File: src/rtl/gaussian_window_ctrl.sv
// Row/column tracker and border/interior decision for the 3x3 Gaussian filter; window flag 1 cycle,
// output-mux select PIPE_LAT cycles after the pixel; no backpressure, the pixel stream is never stalled.
module gaussian_window_ctrl #(
  parameter int H_ACTIVE = 640,
  parameter int V_ACTIVE = 480,
  parameter int CW       = 12,
  parameter int RW       = 12,
  parameter int PIPE_LAT = 4
) (
  input  logic          i_clk,
  input  logic          i_rst,
  input  logic          i_hsyn,
  input  logic          i_vsyn,
  input  logic          i_en,
  input  logic          i_filt_en,
  output logic [CW-1:0] o_col,
  output logic [RW-1:0] o_row,
  output logic          o_win_valid,
  output logic          o_sel_filt,
  output logic          o_frame_start,
  output logic          o_frame_err,
  output logic          o_busy
);

  typedef enum logic {IDLE = 1'b0, ACTIVE = 1'b1} state_t;

  state_t               state, state_nxt;
  logic                 vs_d, en_d;
  logic                 vs_rise, en_fall;
  logic [CW-1:0]        col_cnt, col_nxt, col_out_nxt;
  logic [RW-1:0]        row_cnt, row_nxt, row_out_nxt;
  logic                 sticky, sticky_nxt;
  logic                 filt_lat, filt_nxt;
  logic                 fs_nxt, fe_nxt, win_cond;
  logic [PIPE_LAT-1:0]  sel_sr, sel_sr_nxt;
  logic                 hsyn_unused;

  // Line sync is redundant with the enable strobe; line ends are taken from en_fall.
  assign hsyn_unused = i_hsyn;

  assign vs_rise = i_vsyn & ~vs_d;
  assign en_fall = ~i_en & en_d;

  always_comb begin
    state_nxt   = state;
    col_nxt     = col_cnt;
    row_nxt     = row_cnt;
    sticky_nxt  = sticky;
    filt_nxt    = filt_lat;
    col_out_nxt = o_col;
    row_out_nxt = o_row;
    fs_nxt      = 1'b0;
    fe_nxt      = 1'b0;
    win_cond    = 1'b0;

    if (vs_rise) begin
      // Frame start wins over any pixel or line end in the same cycle.
      state_nxt  = ACTIVE;
      filt_nxt   = i_filt_en;
      fs_nxt     = 1'b1;
      fe_nxt     = (state == ACTIVE) && (sticky || (row_cnt != RW'(V_ACTIVE)));
      sticky_nxt = 1'b0;
      row_nxt    = '0;
      col_nxt    = '0;
      if (i_en) begin
        col_out_nxt = '0;
        row_out_nxt = '0;
        col_nxt     = CW'(1);
      end
    end else if (state == ACTIVE) begin
      win_cond = i_en && filt_lat && (row_cnt >= RW'(2)) && (col_cnt >= CW'(2));
      if (i_en) begin
        col_out_nxt = col_cnt;
        row_out_nxt = row_cnt;
        if (col_cnt != {CW{1'b1}})
          col_nxt = col_cnt + CW'(1);
      end else if (en_fall) begin
        if (col_cnt != CW'(H_ACTIVE))
          sticky_nxt = 1'b1;
        col_nxt = '0;
        if (row_cnt != {RW{1'b1}})
          row_nxt = row_cnt + RW'(1);
      end
    end

    sel_sr_nxt    = '0;
    sel_sr_nxt[0] = win_cond;
    for (int i = 1; i < PIPE_LAT; i++)
      sel_sr_nxt[i] = sel_sr[i-1];
  end

  always_ff @(posedge i_clk) begin
    if (i_rst) begin
      state         <= IDLE;
      vs_d          <= 1'b0;
      en_d          <= 1'b0;
      col_cnt       <= '0;
      row_cnt       <= '0;
      sticky        <= 1'b0;
      filt_lat      <= 1'b0;
      o_col         <= '0;
      o_row         <= '0;
      o_win_valid   <= 1'b0;
      o_frame_start <= 1'b0;
      o_frame_err   <= 1'b0;
      sel_sr        <= '0;
    end else begin
      state         <= state_nxt;
      vs_d          <= i_vsyn;
      en_d          <= i_en;
      col_cnt       <= col_nxt;
      row_cnt       <= row_nxt;
      sticky        <= sticky_nxt;
      filt_lat      <= filt_nxt;
      o_col         <= col_out_nxt;
      o_row         <= row_out_nxt;
      o_win_valid   <= win_cond;
      o_frame_start <= fs_nxt;
      o_frame_err   <= fe_nxt;
      sel_sr        <= sel_sr_nxt;
    end
  end

  assign o_sel_filt = sel_sr[PIPE_LAT-1];
  assign o_busy     = (state == ACTIVE);

endmodule

File: config.mk
export PLATFORM = sky130hd
export DESIGN_NAME = gaussian_window_ctrl
export DESIGN_NICKNAME = d
export VERILOG_FILES = /design/src/rtl/gaussian_window_ctrl.sv
export SDC_FILE = /design/constraint.sdc
export NUM_CORES = 1
export LEC_CHECK = 0
export ABC_AREA = 1
export BUFFER_PORTS_ARGS = -buffer_cell sky130_fd_sc_hd__buf_2
export CAP_MARGIN = 0
export CORE_AREA = 2 2 88 90
export DETAILED_ROUTE_END_ITERATION = 10
export DIE_AREA = 0 0 90 92
export GPL_TIMING_DRIVEN = 0
export SYNTH_ARGS = -nofsm -noshare
export SYNTH_HDL_FRONTEND = slang
export SYNTH_SLANG_ARGS = --single-unit
File: constraint.sdc
create_clock -name i_clk -period 1.8 [get_ports i_clk]
set_clock_uncertainty 0.1 [all_clocks]
set_input_delay 0.45 -clock i_clk [delete_from_list [all_inputs] [get_ports i_clk]]
set_output_delay 0.45 -clock i_clk [all_outputs]
set_load 0.01 [all_outputs]
==> summary.md <==
| Metric | Value |
|---|---|
| Result of the run | `finished, final reports clean` |
| Layer with the highest usage after global routing | `met2` |
| Area contributors post-synth | `sky130_fd_sc_hd__dfxtp_1, sky130_fd_sc_hd__nand2_1, sky130_fd_sc_hd__a21oi_1, sky130_fd_sc_hd__nor2_1, sky130_fd_sc_hd__nand3_1` |
| Maximum number of pins on one net before global-route repair | `11` |
| Detail Route Antenna Nets | `0` |
| Crit Path Category | `flip-flop to flip-flop` |
| Per-cell routed wire length | `12.5 um` |
| Minimum period implied by the final worst setup slack | `1.63 ns` |
| Avg Synthesized Cell Area | `6.95 sq um` |
| Fin nets | `472` |
| Floorplan die width | `90 um` |
| Number of buffers created by CTS | `9` |
| Dpl hpwl | `5.09 mm` |
| CTS Hold Buffers Added | `0` |
| Number of top-level pins | `35` |
| Number of different library cells in the post-synthesis netlist | `30` |
| H-tree depth | `3` |
| Total of flip-flops plus latches after synthesis | `59` |
| Highest achievable clock rate | `0.612 GHz` |
| First-pass detailed-route iteration total | `5` |
| Post-CTS clock slew at the launch and capture registers of the worst setup and hold paths | `0.07 ns` |
| Placement Rows | `32` |
| DP Worst Slack | `-0.114 ns` |
| Worst VDD drop | `0.360 mV` |
| Type of the worst min-delay path | `primary input to flip-flop` |
| List of most frequent post-synthesis cells | `sky130_fd_sc_hd__nand2_1, sky130_fd_sc_hd__dfxtp_1, sky130_fd_sc_hd__nor2_1` |
| Proportion of layout cells with a drive suffix above 1 | `0.207` |
| Worst-case setup margin in the final layout | `0.166 ns` |
| Area Overhead vs Synth | `19.6%` |
| Cells on worst reg2reg path | `9` |
| Critical register-to-register path endpoint | `col_cnt[2]$_SDFFE_PP0P_` |
| Clock Path Buffers | `2` |
| Count of flip-flops with a built-in enable after synthesis | `0` |
| Detailed router's first-iteration violation count | `122` |
| Final global-route overflow total | `0` |
| Worst-skew pair later-pin latency | `0.35 ns` |
| Crit. End Element | `flip-flop` |
| Global-route wire length before repair | `12.1 mm` |
| Sequential cell area fraction in the yosys report | `0.408` |
| Endpoint arrival time on the critical path | `1.77 ns` |
| Max-Slew Margin vs Limit | `0.649` |
| Net switching power figure | `0.727 mW` |
| Cell at the slowest stage of the critical path | `sky130_fd_sc_hd__dfxtp_2` |
| Total vias in the final route | `2705` |
| Most used flip-flop cell after synthesis | `sky130_fd_sc_hd__dfxtp_1` |
| Cell-by-cell trace of the critical path | `ha_2 > nand2_1 > nor2_2 > nand3_1 > nand2_1 > nand2_4 > buf_6 > a21oi_1 > nor2_1` |
| Switch share | `0.233` |
| Total count of hold-check failures in the final report | `0` |
| Antenna violations before repair | `0` |
| Mapped Nets | `429` |
| Final setup violation count | `0` |
| Hold path startpoint | `i_filt_en` |
| Least-Margin Pin Slew | `0.526 ns` |
| Worst R2R Setup Slack | `0.17 ns` |
| YS warnings | `0` |
| Post-synth ARST share | `0` |
| DR DRC count | `0` |
| Internal cell power | `2.39 mW` |
| Full die area | `0.00828 sq mm` |
| Met1 track demand over resource in global routing | `0.240` |
| Most repeated library cell on the critical path | `sky130_fd_sc_hd__nand2_1` |
| Required @ worst endpoint | `1.94 ns` |
| Number of global-route vias before repair | `2577` |
| Post-synth top area share | `0.408` |
| Post-detailed-route via-to-cell ratio | `4.78` |
| RR Startpoint | `col_cnt[0]$_SDFFE_PP0P_` |
| Synthesized instance count | `417` |
| Area leader, netlist | `sky130_fd_sc_hd__dfxtp_1` |
| Final non-filler cell total | `566` |
| Starting Density | `0.389` |
| CP Capture Point | `col_cnt[2]$_SDFFE_PP0P_` |
| Cell leakage power | `1.42 nW` |
| Number of antenna diodes | `0` |
| Root buf cell | `sky130_fd_sc_hd__clkbuf_8` |
| Synthesized area | `0.00290 sq mm` |
| Power share of the combinational group | `0.078` |
| GR met2 Demand/Resource | `0.289` |
| Category of the worst setup path launch point | `flip-flop` |
| Crit-path max cell delay | `0.40 ns` |
| Ratio of total power to cell area | `901 mW/mm^2` |
| Total power of the final layout | `3.12 mW` |
| Wirelength, routed | `7.09 mm` |
| Most repeated cell in the gate-level netlist after synthesis | `sky130_fd_sc_hd__nand2_1` |
| Sequential share of power | `0.432` |
| CP startpoint | `col_cnt[0]$_SDFFE_PP0P_` |
| Core Footprint | `0.00745 sq mm` |
| CTS tree | `yes` |
| RD Place Congestion | `0.900` |
| Total Routing Usage GR | `0.182` |
| Setup repair after global routing missed its margin | `false` |
| Cell count after placement | `551` |
| GR Layer Usage met3 | `0.0452` |
| Period Utilization, post-route | `0.908` |
| Max-cap violations | `0` |
| Total count of max-transition violations in the final report | `0` |
| Clock Power Share | `0.490` |
| Number of clock sinks | `59` |
| IO Port Bufs | `32` |
| Die height | `92 um` |
| Maximum fanout encountered on the critical timing path | `10` |
## per-layer routing
layer,wire [um],up-vias,part of all wire
met5,0,-,0
met4,142,0,0.020
met2,3180,56,0.45
met1,3460,1228,0.49
met3,306,16,0.043
li1,-,1405,-
## through the flow
| stage | setup TNS [ns] | instance area, sq um | utilization | hold slack (ns) |
|---|---|---|---|---|
| after global routing | 0 | 3460 | 0.465 | 0.246 |
| after global placement | -0.742 | 3180 | 0.428 | 0.290 |
| final | 0 | 3460 | 0.465 | 0.222 |
| after floorplan | 0 | 2900 | - | 0.288 |
| after detailed placement | -0.891 | 3180 | 0.428 | 0.296 |
| after CTS | 0 | 3430 | 0.461 | 0.222 |
## critical path, delay by kind of cell, from the launching register on
family          cells  cell delay [ns]
fa+ha+maj           1             0.21
buf+inv             1             0.16
flops               1             0.40
simple gates        6             0.54
compound gates      1             0.12
## worst min-delay path by stage
stage / to / slack, ns / cells past startpoint
final: filt_lat$_SDFFE_PP0P_ / 0.22 / 3
after global routing: filt_lat$_SDFFE_PP0P_ / 0.25 / 3
after CTS: filt_lat$_SDFFE_PP0P_ / 0.22 / 3
after detailed placement: sel_sr[2]$_SDFF_PP0_ / 0.30 / 2
after global placement: sel_sr[2]$_SDFF_PP0_ / 0.29 / 2
after floorplan: sel_sr[2]$_SDFF_PP0_ / 0.29 / 2
## layout by cell type (no fill, tap or decap), types with 4 or more instances in the layout
cell and instances:
sky130_fd_sc_hd__ha_1 4, sky130_fd_sc_hd__nor2_1 43, sky130_fd_sc_hd__a21oi_1 40, sky130_fd_sc_hd__nand3_2 4, sky130_fd_sc_hd__o21ai_0 7, sky130_fd_sc_hd__xor2_1 5, sky130_fd_sc_hd__nand3_1 25, sky130_fd_sc_hd__nand2_1 136
sky130_fd_sc_hd__clkbuf_8 11, sky130_fd_sc_hd__dfxtp_1 55, sky130_fd_sc_hd__inv_2 6, sky130_fd_sc_hd__nor4_1 4, sky130_fd_sc_hd__inv_1 31, sky130_fd_sc_hd__buf_2 37, sky130_fd_sc_hd__buf_4 7, sky130_fd_sc_hd__a21oi_2 6
sky130_fd_sc_hd__nor3_1 7
## sequential cells by signal, indices dropped and copies added (netlist names)
| register | count |
|---|---|
| sel_sr | 4 |
| sticky | 1 |
| en_d | 1 |
| row_cnt | 12 |
| o_frame_start | 1 |
| o_busy | 1 |
| filt_lat | 1 |
| o_row | 12 |
| o_frame_err | 1 |
| o_col | 12 |
| vs_d | 1 |
| col_cnt | 12 |
## power by group through the flow
stage          combinational (mW)  sequential (mW)  clock [mW]
2_1_floorplan               0.177             1.37           0
3_3_place_gp                0.241             1.38           0
3_5_place_dp                0.242             1.38           0
4_1_cts                     0.243             1.35        1.55
5_1_grt                     0.274             1.35        1.62
6_report                    0.244             1.35        1.53
## cell families (layout without fill, tap and decap cells)
| logic type | after synthesis | in the layout | synth area share |
|---|---|---|---|
| compound gates | 53 | 53 | 0.0993 |
| xor+xnor | 7 | 7 | 0.0212 |
| fa+ha+maj | 6 | 6 | 0.0259 |
| buf+inv | 56 | 103 | 0.0916 |
| flops | 59 | 59 | 0.408 |
| simple gates | 236 | 236 | 0.354 |
## final cells by class
class	instances	area, sq um
Buffer	18	123
Tap cell	102	128
Sequential cell	59	1190
Clock buffer	11	151
Timing Repair Buffer	32	160
Multi-Input combinational cell	302	1470
Fill cell	814	3980
Clock inverter	4	97.6
Inverter	38	143
## repair_timing
action,CTS,global route
gates resized for setup,0,10
setup endpoints to repair,0,24
setup buffers,0,0
hold endpoints to repair,0,0
No activity file was read; power rests on OpenSTA's default activity.
